`config.mk`:
```
export PLATFORM = sky130hd
export DESIGN_NAME = hex_rom_loader
export DESIGN_NICKNAME = d
export VERILOG_FILES = /design/src/rtl/hex_rom_loader.sv
export SDC_FILE = /design/constraint.sdc
export NUM_CORES = 1
export LEC_CHECK = 0
export BUFFER_PORTS_ARGS = -buffer_cell sky130_fd_sc_hd__buf_2
export CORE_ASPECT_RATIO = 0.5
export CORE_MARGIN = 5
export CORE_UTILIZATION = 40
export DETAILED_ROUTE_END_ITERATION = 8
export GPL_TIMING_DRIVEN = 0
export PLACE_DENSITY = 0.61
export SLEW_MARGIN = 20
export SYNTH_ARGS = -nofsm -noshare
export SYNTH_HDL_FRONTEND = slang
export SYNTH_SLANG_ARGS = --single-unit
```
`constraint.sdc`:
```
create_clock -name clk -period 5.4 [get_ports clk]
set_clock_uncertainty 0.15 [all_clocks]
set_input_delay 0.54 -clock clk [delete_from_list [all_inputs] [get_ports clk]]
set_output_delay 0.54 -clock clk [all_outputs]
set_load 0.1 [all_outputs]
```
`src/rtl/hex_rom_loader.sv`:
```
`default_nettype none
// ============================================================================
// Module      : hex_rom_loader
// Description : Program-memory load controller. Turns an HPS download stream
//               (raw BIN image or Intel HEX text) into ROM byte writes, checks
//               HEX record checksums and holds the CPU in reset while the ROM
//               is being rewritten.
// Ports       : clk, rst_n              - clock, async active-low reset
//               dl_active/dl_wr        - download window / byte strobe
//               dl_index               - 0 = BIN, nonzero = Intel HEX
//               dl_addr/dl_data        - BIN byte address / download byte
//               mem_we/mem_addr/mem_wdata - ROM byte write port
//               cpu_hold               - CPU reset request (16-cycle tail)
//               busy                   - parser not idle
//               err_csum/err_fmt       - sticky error flags
//               rec_count              - good data records (saturating)
// Revision    : 1.0 - initial release
// ============================================================================
module hex_rom_loader (
    input  logic        clk,
    input  logic        rst_n,
    input  logic        dl_active,
    input  logic        dl_wr,
    input  logic [7:0]  dl_index,
    input  logic [14:0] dl_addr,
    input  logic [7:0]  dl_data,
    output logic        mem_we,
    output logic [14:0] mem_addr,
    output logic [7:0]  mem_wdata,
    output logic        cpu_hold,
    output logic        busy,
    output logic        err_csum,
    output logic        err_fmt,
    output logic [7:0]  rec_count
);

    typedef enum logic [3:0] {
        S_IDLE, S_BIN, S_SYNC, S_LEN_H, S_LEN_L, S_A3, S_A2, S_A1,
        S_A0, S_TYP_H, S_TYP_L, S_DAT_H, S_DAT_L, S_CS_H, S_CS_L, S_DONE
    } state_t;

    localparam logic [4:0] c_TAIL_LOAD = 5'd16;

    state_t      r_state;
    logic        r_act_q;     // dl_active delayed, for edge detection
    logic        r_dl_on;     // a download whose start edge was seen
    logic [4:0]  r_tail;
    logic        r_cpu_hold;
    logic        r_mem_we;
    logic [14:0] r_mem_addr;
    logic [7:0]  r_mem_wdata;
    logic        r_err_csum;
    logic        r_err_fmt;
    logic [7:0]  r_rec_count;
    logic [3:0]  r_nib;       // high nibble of the byte being assembled
    logic [7:0]  r_len;
    logic [15:0] r_addr;
    logic [7:0]  r_typ;
    logic [7:0]  r_sum;
    logic [7:0]  r_cnt;

    logic        w_rise;
    logic        w_fall;
    logic        w_wr;
    logic        w_is_hex;
    logic [3:0]  w_nib;
    logic [7:0]  w_byte;
    logic [7:0]  w_sum;
    logic [15:0] w_wr_addr;
    logic [7:0]  w_cnt_nx;

    assign w_rise    = dl_active & ~r_act_q;
    assign w_fall    = ~dl_active & r_dl_on;
    assign w_wr      = dl_wr & dl_active;
    assign w_byte    = {r_nib, w_nib};
    assign w_sum     = r_sum + w_byte;
    assign w_wr_addr = r_addr + {8'h00, r_cnt};
    assign w_cnt_nx  = r_cnt + 8'd1;

    // ASCII hex digit decode; letters map via low nibble + 9 ('A'/'a' -> 0xA)
    always_comb begin
        w_is_hex = 1'b1;
        w_nib    = 4'h0;
        if (dl_data >= 8'h30 && dl_data <= 8'h39) begin
            w_nib = dl_data[3:0];
        end else if ((dl_data >= 8'h41 && dl_data <= 8'h46) ||
                     (dl_data >= 8'h61 && dl_data <= 8'h66)) begin
            w_nib = dl_data[3:0] + 4'd9;
        end else begin
            w_is_hex = 1'b0;
        end
    end

    // Download tracking and CPU hold. r_act_q resets high so a download
    // already running when reset releases is not mistaken for a start.
    always_ff @(posedge clk or negedge rst_n) begin
        if (!rst_n) begin
            r_act_q    <= 1'b1;
            r_dl_on    <= 1'b0;
            r_tail     <= 5'd0;
            r_cpu_hold <= 1'b0;
        end else begin
            r_act_q <= dl_active;
            if (w_rise) begin
                r_dl_on    <= 1'b1;
                r_cpu_hold <= 1'b1;
            end else if (w_fall) begin
                r_dl_on <= 1'b0;
                r_tail  <= c_TAIL_LOAD;
            end else if (r_cpu_hold && !r_dl_on) begin
                if (r_tail == 5'd0) begin
                    r_cpu_hold <= 1'b0;
                end else begin
                    r_tail <= r_tail - 5'd1;
                end
            end
        end
    end

    // Parser FSM with registered write port and status
    always_ff @(posedge clk or negedge rst_n) begin
        if (!rst_n) begin
            r_state     <= S_IDLE;
            r_mem_we    <= 1'b0;
            r_mem_addr  <= 15'd0;
            r_mem_wdata <= 8'd0;
            r_err_csum  <= 1'b0;
            r_err_fmt   <= 1'b0;
            r_rec_count <= 8'd0;
            r_nib       <= 4'd0;
            r_len       <= 8'd0;
            r_addr      <= 16'd0;
            r_typ       <= 8'd0;
            r_sum       <= 8'd0;
            r_cnt       <= 8'd0;
        end else begin
            r_mem_we <= 1'b0;
            if (w_rise) begin
                r_err_csum  <= 1'b0;
                r_err_fmt   <= 1'b0;
                r_rec_count <= 8'd0;
                r_state     <= (dl_index == 8'd0) ? S_BIN : S_SYNC;
            end else if (w_fall) begin
                r_state <= S_IDLE;
                // A HEX download must have reached its EOF record
                if (r_state != S_BIN && r_state != S_DONE) begin
                    r_err_fmt <= 1'b1;
                end
            end else if (w_wr) begin
                if (r_state == S_BIN) begin
                    r_mem_we    <= 1'b1;
                    r_mem_addr  <= dl_addr;
                    r_mem_wdata <= dl_data;
                end else if (r_state == S_SYNC) begin
                    if (dl_data == 8'h3A) begin
                        r_state <= S_LEN_H;
                        r_sum   <= 8'd0;
                        r_cnt   <= 8'd0;
                    end
                end else if (r_state == S_IDLE || r_state == S_DONE) begin
                    r_state <= r_state;
                end else if (!w_is_hex) begin
                    r_err_fmt <= 1'b1;
                    r_state   <= S_SYNC;
                end else begin
                    case (r_state)
                        S_LEN_H, S_A3, S_A1, S_TYP_H, S_DAT_H, S_CS_H: begin
                            r_nib   <= w_nib;
                            r_state <= state_t'(r_state + 4'd1);
                        end
                        S_LEN_L: begin
                            r_len   <= w_byte;
                            r_sum   <= w_sum;
                            r_state <= S_A3;
                        end
                        S_A2: begin
                            r_addr[15:8] <= w_byte;
                            r_sum        <= w_sum;
                            r_state      <= S_A1;
                        end
                        S_A0: begin
                            r_addr[7:0] <= w_byte;
                            r_sum       <= w_sum;
                            r_state     <= S_TYP_H;
                        end
                        S_TYP_L: begin
                            r_typ   <= w_byte;
                            r_sum   <= w_sum;
                            r_state <= (r_len != 8'd0) ? S_DAT_H : S_CS_H;
                        end
                        S_DAT_L: begin
                            r_sum <= w_sum;
                            r_cnt <= w_cnt_nx;
                            if (r_typ == 8'h00) begin
                                r_mem_we    <= 1'b1;
                                r_mem_addr  <= w_wr_addr[14:0];
                                r_mem_wdata <= w_byte;
                            end
                            r_state <= (w_cnt_nx == r_len) ? S_CS_H : S_DAT_H;
                        end
                        S_CS_L: begin
                            if (w_sum != 8'd0) begin
                                r_err_csum <= 1'b1;
                            end else if (r_typ == 8'h00 && r_rec_count != 8'hFF) begin
                                r_rec_count <= r_rec_count + 8'd1;
                            end
                            r_state <= (r_typ == 8'h01 && w_sum == 8'd0) ? S_DONE : S_SYNC;
                        end
                        default: r_state <= S_SYNC;
                    endcase
                end
            end
        end
    end

    assign mem_we    = r_mem_we;
    assign mem_addr  = r_mem_addr;
    assign mem_wdata = r_mem_wdata;
    assign cpu_hold  = r_cpu_hold;
    assign busy      = (r_state != S_IDLE);
    assign err_csum  = r_err_csum;
    assign err_fmt   = r_err_fmt;
    assign rec_count = r_rec_count;

endmodule
`default_nettype wire

```
# Yosys cells after proc, flatten, opt, wreduce, memory -nomap -nowiden
# Index checks and enable logic that the tools add are counted.
[totals] ff_bits=97 inputBits=35 output_inout_bits=36 wordCells=212
[classes] addsub=7 order_cmp=6 n_eq_ne=38 muxes=83 bitwise_logic=10 n_reduce_logical=50
[ops] operator="8-bit 2-to-1 mux" count=25
[ops] operator="15-bit 2-to-1 mux" count=6
[ops] operator="8-bit AND reduction" count=9
[ops] operator="4-bit 2-to-1 mux" count=11
[ops] operator="1-bit 2-to-1 mux" count=34
[ops] operator="4-bit equality test (second input constant)" count=8
[ops] operator="2-bit nonzero test" count=15
[ops] operator="4-bit one-hot mux with 7 select lines" count=1
[ops] operator="8-bit logical NOT" count=3
[ops] operator="2-bit != test (second input constant)" count=9
[ops] operator="8-bit by 1-bit adder with 8-bit output (second input constant)" count=2
[ops] operator="4-bit by 3-bit equality test with 1-bit output (second input constant)" count=4
[ops] operator="8-bit by 7-bit >= comparator with 1-bit output (second input constant)" count=2
[ops] operator="8-bit by 7-bit <= comparator with 1-bit output (second input constant)" count=2
[ops] operator="8-bit nonzero test" count=2
[ops] operator="15-bit by 8-bit adder with 15-bit output" count=1
[ops] operator="5-bit 2-to-1 mux" count=3
[ops] operator="3-bit != test (second input constant)" count=4
[ops] operator="9-bit AND reduction" count=1
[ops] operator="8-bit adder" count=1
[ops] operator="4-bit by 2-bit equality test with 1-bit output (second input constant)" count=2
[ops] operator="8-bit by 1-bit equality test with 1-bit output (second input constant)" count=1
[ops] operator="8-bit by 6-bit equality test with 1-bit output (second input constant)" count=1
[ops] operator="8-bit equality test" count=1
[ops] operator="other kinds (28)" count=46

# Logic depth before layout (Yosys ltp)
[depth] word_depth=17 ltp_mapped=18 ltp_nobuf=16

# Worst setup path after synthesis
# Ideal clock, no wire load.
[synth_timing] kind="input-to-reg" from="input port dl_data[0]" to="register r_rec_count[3], in the netlist rec_count[3]" setup_time_ns=0.078 arrival_time_ns=3.582 required_time_ns=5.172 setup_slack_ns=1.590 path_stages=18 n_path_buf=2 cell_sequence="inv_1 ha_1 o21bai_1 a21oi_4 a31oi_2 buf_2 nor2_1 ha_1 inv_1 fa_1 nand2b_1 a21o_1 a211oi_1 and2_4 nand4_4 buf_6 or3_1 a21oi_1"
[synth_between] elab_chain_cells=9 elab_cells_between_ends=20 classes_between="add/sub (2); order compare (6); eq/ne (1); mux (4); reduce/logical (7)"
[synth_rtl] item="from (decl)" line="26" rtl="input logic [7:0] dl_data,"
[synth_rtl] item="8-bit by 7-bit >= comparator with 1-bit output, or another cell as far along" line="86" rtl="end else if ((dl_data >= 8'h41 && dl_data <= 8'h46) ||"
[synth_rtl] item="1-bit logical AND, on equally long branches" line="86, 87"
[synth_rtl] item="1-bit logical OR" line="86"
[synth_rtl] item="4-bit 2-to-1 mux" line="86"
[synth_rtl] item="4-bit 2-to-1 mux (*)" line="84" rtl="if (dl_data >= 8'h30 && dl_data <= 8'h39) begin"
[synth_rtl] item="named net w_nib[0]" line="66" rtl="logic [3:0] w_nib;"
[synth_rtl] item="8-bit adder (*)" line="76" rtl="assign w_sum = r_sum + w_byte;"
[synth_rtl] item="8-bit nonzero test (*)" line="202" rtl="if (w_sum != 8'd0) begin"
[synth_rtl] item="2-bit != test (no line) (*)"
[synth_rtl] item="9-bit AND reduction (no line) (*)"
[synth_rtl] item="to (signal assigned)" line="205" rtl="r_rec_count <= r_rec_count + 8'd1;"
[synth_rtl] item="to (decl)" line="54" rtl="logic [7:0] r_rec_count;"
# The timed path passes the listed nets; every way through them passes the cells marked *.
# A chain may end at the register's enable or synchronous reset.

# Worst setup path in the final report
[layout_timing] from="input port dl_data[0]" to="register r_rec_count[4], in the netlist rec_count[4]"
# The elaborated chain is that of the path after synthesis.

==> implementation parameters <==
Parameter                              Value

CTS
  H-tree depth    3
  Clk sinks    97
  Clock buffers created by TritonCTS    9
  Register clock-pin slew on the reported worst setup and hold paths    ~0.07 ns
  CTS root buffer    sky130_fd_sc_hd__clkbuf_16
  Number of setup buffers added after CTS    0
  Clock tree from TritonCTS    done
  Maximum clock insertion buffer count    2
  Insertion delay to the later sink of the worst-skew pair    roughly 0.35 ns

Die
  Chip Height    about 95 um
  Rows    31
  Initial core utilization    between 40% and 50%
  Width of the die    between 150 and 200 um
  Area of the core    0.01431 mm^2
  Area of the die    between 0.015 and 0.02 mm^2
  # IOs    slightly above 70

Yosys
  Async SR Flop Fraction    100.0%
  Portion of the post-synthesis area used by sequential elements    41.94%
  Synthesized netlist cell count    around 650
  Number of synthesized flops with an enable pin    0
  Number of synthesis warnings    0
  #FFs+latches synth    97
  Fraction of synthesized cell area taken by the top area cell type    41.49%
  Mean area per synthesized cell    8.964 um^2
  Top cells by area in the synthesized netlist    sky130_fd_sc_hd__dfrtp_1, sky130_fd_sc_hd__o21ai_0, sky130_fd_sc_hd__ha_1
  Yosys top cell by area    sky130_fd_sc_hd__dfrtp_1
  Synthesized netlist net count    710
  Post-Synthesis Cell Area    0.005791 mm^2
  Number of distinct library cell variants in the gate-level netlist after synthesis    65
  Flip-flop cell with the highest count after synthesis    sky130_fd_sc_hd__dfrtp_1

Global routing
  Initial antenna violation count    0
  Largest net degree at the start of global routing    63
  Vias in the first global route    about 4600
  Wire length of the first global-routing pass    between 20 and 25 mm
  Total gr overflow    0
  Total routing resource utilization after global routing    between 10% and 20%

Route
  Wire length on met3    ~600 um
  Highest routing layer actually used    met4
  Post-route ant nets    0
  Detailed-route wire length on metal 1    7.260 mm
  Routed len/inst    around 16 um
  First-iteration detailed-routing DRC count    about 300
  DRC viols    0
  Avg Vias per Cell    5.232
  Met2 routed WL    approximately 6.6 mm
  Total Wirelength    roughly 15 mm
  Drt pass-1 iters    5
  Vias    4876

Power and ir drop
  Reported leakage power    0.003138 uW
  Worst IR drop on VDD    137.0 uV
  PwrDens    roughly 240 mW/mm^2

Worst hold path
  Hold path depth    1
  Hold endpoint    r_act_q
  Worst hold path startpoint    dl_active
  HP Class    in -> reg

Placed design
  Port buffer count    70
  Post-placement worst setup slack    0.7920 ns
  Detailed-placement wirelength estimate    roughly 11 mm
  RD Place Congestion    approximately 0.89

Final layout
  Fin nets    793
  Area grow syn2layout    16.23%
  Fraction of layout cells with a size suffix above 1    between 10% and 20%
  Number of antenna repair diodes    0

Timing
  Setup-failing EPs final    0
  Rel. slew slack    between 40% and 50%
  Time the final worst path needs with I/O delays and setup    ~4.3 ns
  Maximum achievable frequency    ~230 MHz
  Actual slew at the worst max-slew pin    ~0.77 ns
  Total negative setup slack    0 ns
  RSZ-0062 raised after global routing    false
  Final worst-path cycle share    between 70% and 80%
  Final Hold Violating Endpoints    0
  Final number of max-transition violations    0
  Setup WS post-layout    approximately 1.1 ns

Worst setup path
  Number of buffers and inverters on the critical path    4
  Family with the most delay on the worst path    compound AO/OA/AOI/OAI gates
  Endpoint of the most critical register-to-register path    r_sum[1]
  Required time of the critical path    about 5.5 ns
  Number of cell instances on the worst register-to-register path    9
  Reg-to-reg slack, setup    between 2 and 2.5 ns
  CP arrival    4.39 ns
  Standard cell with the maximum stage delay on the critical path    sky130_fd_sc_hd__a211oi_1
  Critical path type    in -> reg
  Crit path max fanout    10
  Beginning of the worst register-to-register path    r_state[0]
  Endpoint class of the critical path    flip-flop
  Max stage delay on crit path    ~0.45 ns
  Setup crit start kind    input port
  Chain of cells forming the critical path    buf_2, inv_1, ha_1, o21bai_1, a21oi_4, a31oi_2, buf_2, nor2_1, ha_1, a211oi_1, nor2_1, xnor2_1, and3_1, nand4_4, buf_6, or3_1, a21oi_1

Run
  Max-cap check violation count    0

Status
  Outcome    complete, no violations
[cells by family after synthesis]
group           synth area share, %
buf+inv                       3.392
compound gates                17.26
simple gates                  21.78
flops                         41.94
xor+xnor                      5.748
mux                           3.349
fa+ha+maj                     6.525
[synthesized netlist by cell type, drive strengths merged (4+ instances only)]
cell type   n
a211oi      8
a21o        7
a21oi      33
a31oi       5
and3        9
buf         9
clkbuf     17
dfrtp      96
ha         27
inv        22
mux2       11
mux2i       7
nand2      87
nand2b     12
nand3      19
nor2       63
nor2b      10
nor3       13
nor3b       4
nor4        4
o21a        4
o21ai      76
o31ai      15
or3         5
or4         6
xnor2      26
xor2       12
[where the power goes]
part	leakage [uW]	total [uW]	internal (uW)	switching [uW]
combinational	0.00167	190	62.7	127
sequential	0.00132	768	749	18.9
clock	0.000143	643	326	317
[metal layers]
metal	global-route usage, %	up-vias
met3	3.773	12
met2	28.38	89
li1	-	2443
met4	3.396	0
met1	23.98	2332
met5	0	-
[repair_timing]
item | CTS | global route
setup endpoints to repair | 0 | 0
hold endpoints to repair | 34 | 0
hold buffers | 1 | 0
resized for setup | 0 | 0
[layout by cell type (no fill, tap or decap), types with 13 or more instances in the layout]
cell type / count
sky130_fd_sc_hd__nand2_1: 87
sky130_fd_sc_hd__a21oi_1: 32
sky130_fd_sc_hd__nand3_1: 19
sky130_fd_sc_hd__nor3_1: 13
sky130_fd_sc_hd__ha_1: 27
sky130_fd_sc_hd__o21ai_0: 70
sky130_fd_sc_hd__clkbuf_1: 17
sky130_fd_sc_hd__inv_1: 22
sky130_fd_sc_hd__o31ai_1: 15
sky130_fd_sc_hd__nor2_1: 63
sky130_fd_sc_hd__xnor2_1: 26
sky130_fd_sc_hd__buf_2: 76
sky130_fd_sc_hd__dfrtp_1: 96
[flip-flops by register name, summed over array words and instances, names as in the netlist]
register and flops:
r_tail 5, r_cnt 8, err_fmt 1, r_addr 15, r_typ 8, mem_wdata 8, mem_addr 15, r_act_q 1
mem_we 1, r_dl_on 1, r_nib 4, err_csum 1, cpu_hold 1, r_state 4, r_sum 8, r_len 8
rec_count 8
[layout make-up]
| type | instances | area, um^2 |
|---|---|---|
| Timing Repair Buffer | 72 | 394.1 |
| Buffer | 26 | 113.9 |
| Inverter | 22 | 82.58 |
| Clock inverter | 7 | 72.57 |
| Multi-Input combinational cell | 501 | 3166 |
| Tap cell | 198 | 247.7 |
| Clock buffer | 9 | 225.2 |
| Sequential cell | 97 | 2429 |
| Fill cell | 1411 | 7582 |
[metrics by stage]
step / instances / total power [uW] / hold slack [ns] / cell area [um^2] / utilization, %
after floorplan: 646 / 904.7 / 0.09441 / 5791 / -
after detailed placement: 915 / 971.7 / 0.3141 / 6422 / 44.87
final: 932 / 1600 / 0.1823 / 6730 / 47.02
after CTS: 932 / 1618 / 0.1697 / 6730 / 47.02
after global routing: 932 / 1681 / 0.1739 / 6730 / 47.02
after global placement: 914 / 965.9 / 0.3067 / 6389 / 44.64
[worst max path at each step]
stage                          start      endpoint  depth (start not counted)
after global routing      dl_data[0]  rec_count[4]                         19
after global placement    dl_data[0]  rec_count[4]                         19
after detailed placement  dl_data[0]  rec_count[3]                         16
final                     dl_data[0]  rec_count[4]                         17
after floorplan           dl_data[0]  rec_count[3]                         18
after CTS                 dl_data[0]  rec_count[4]                         17
Power figures use the tool's default switching activity.
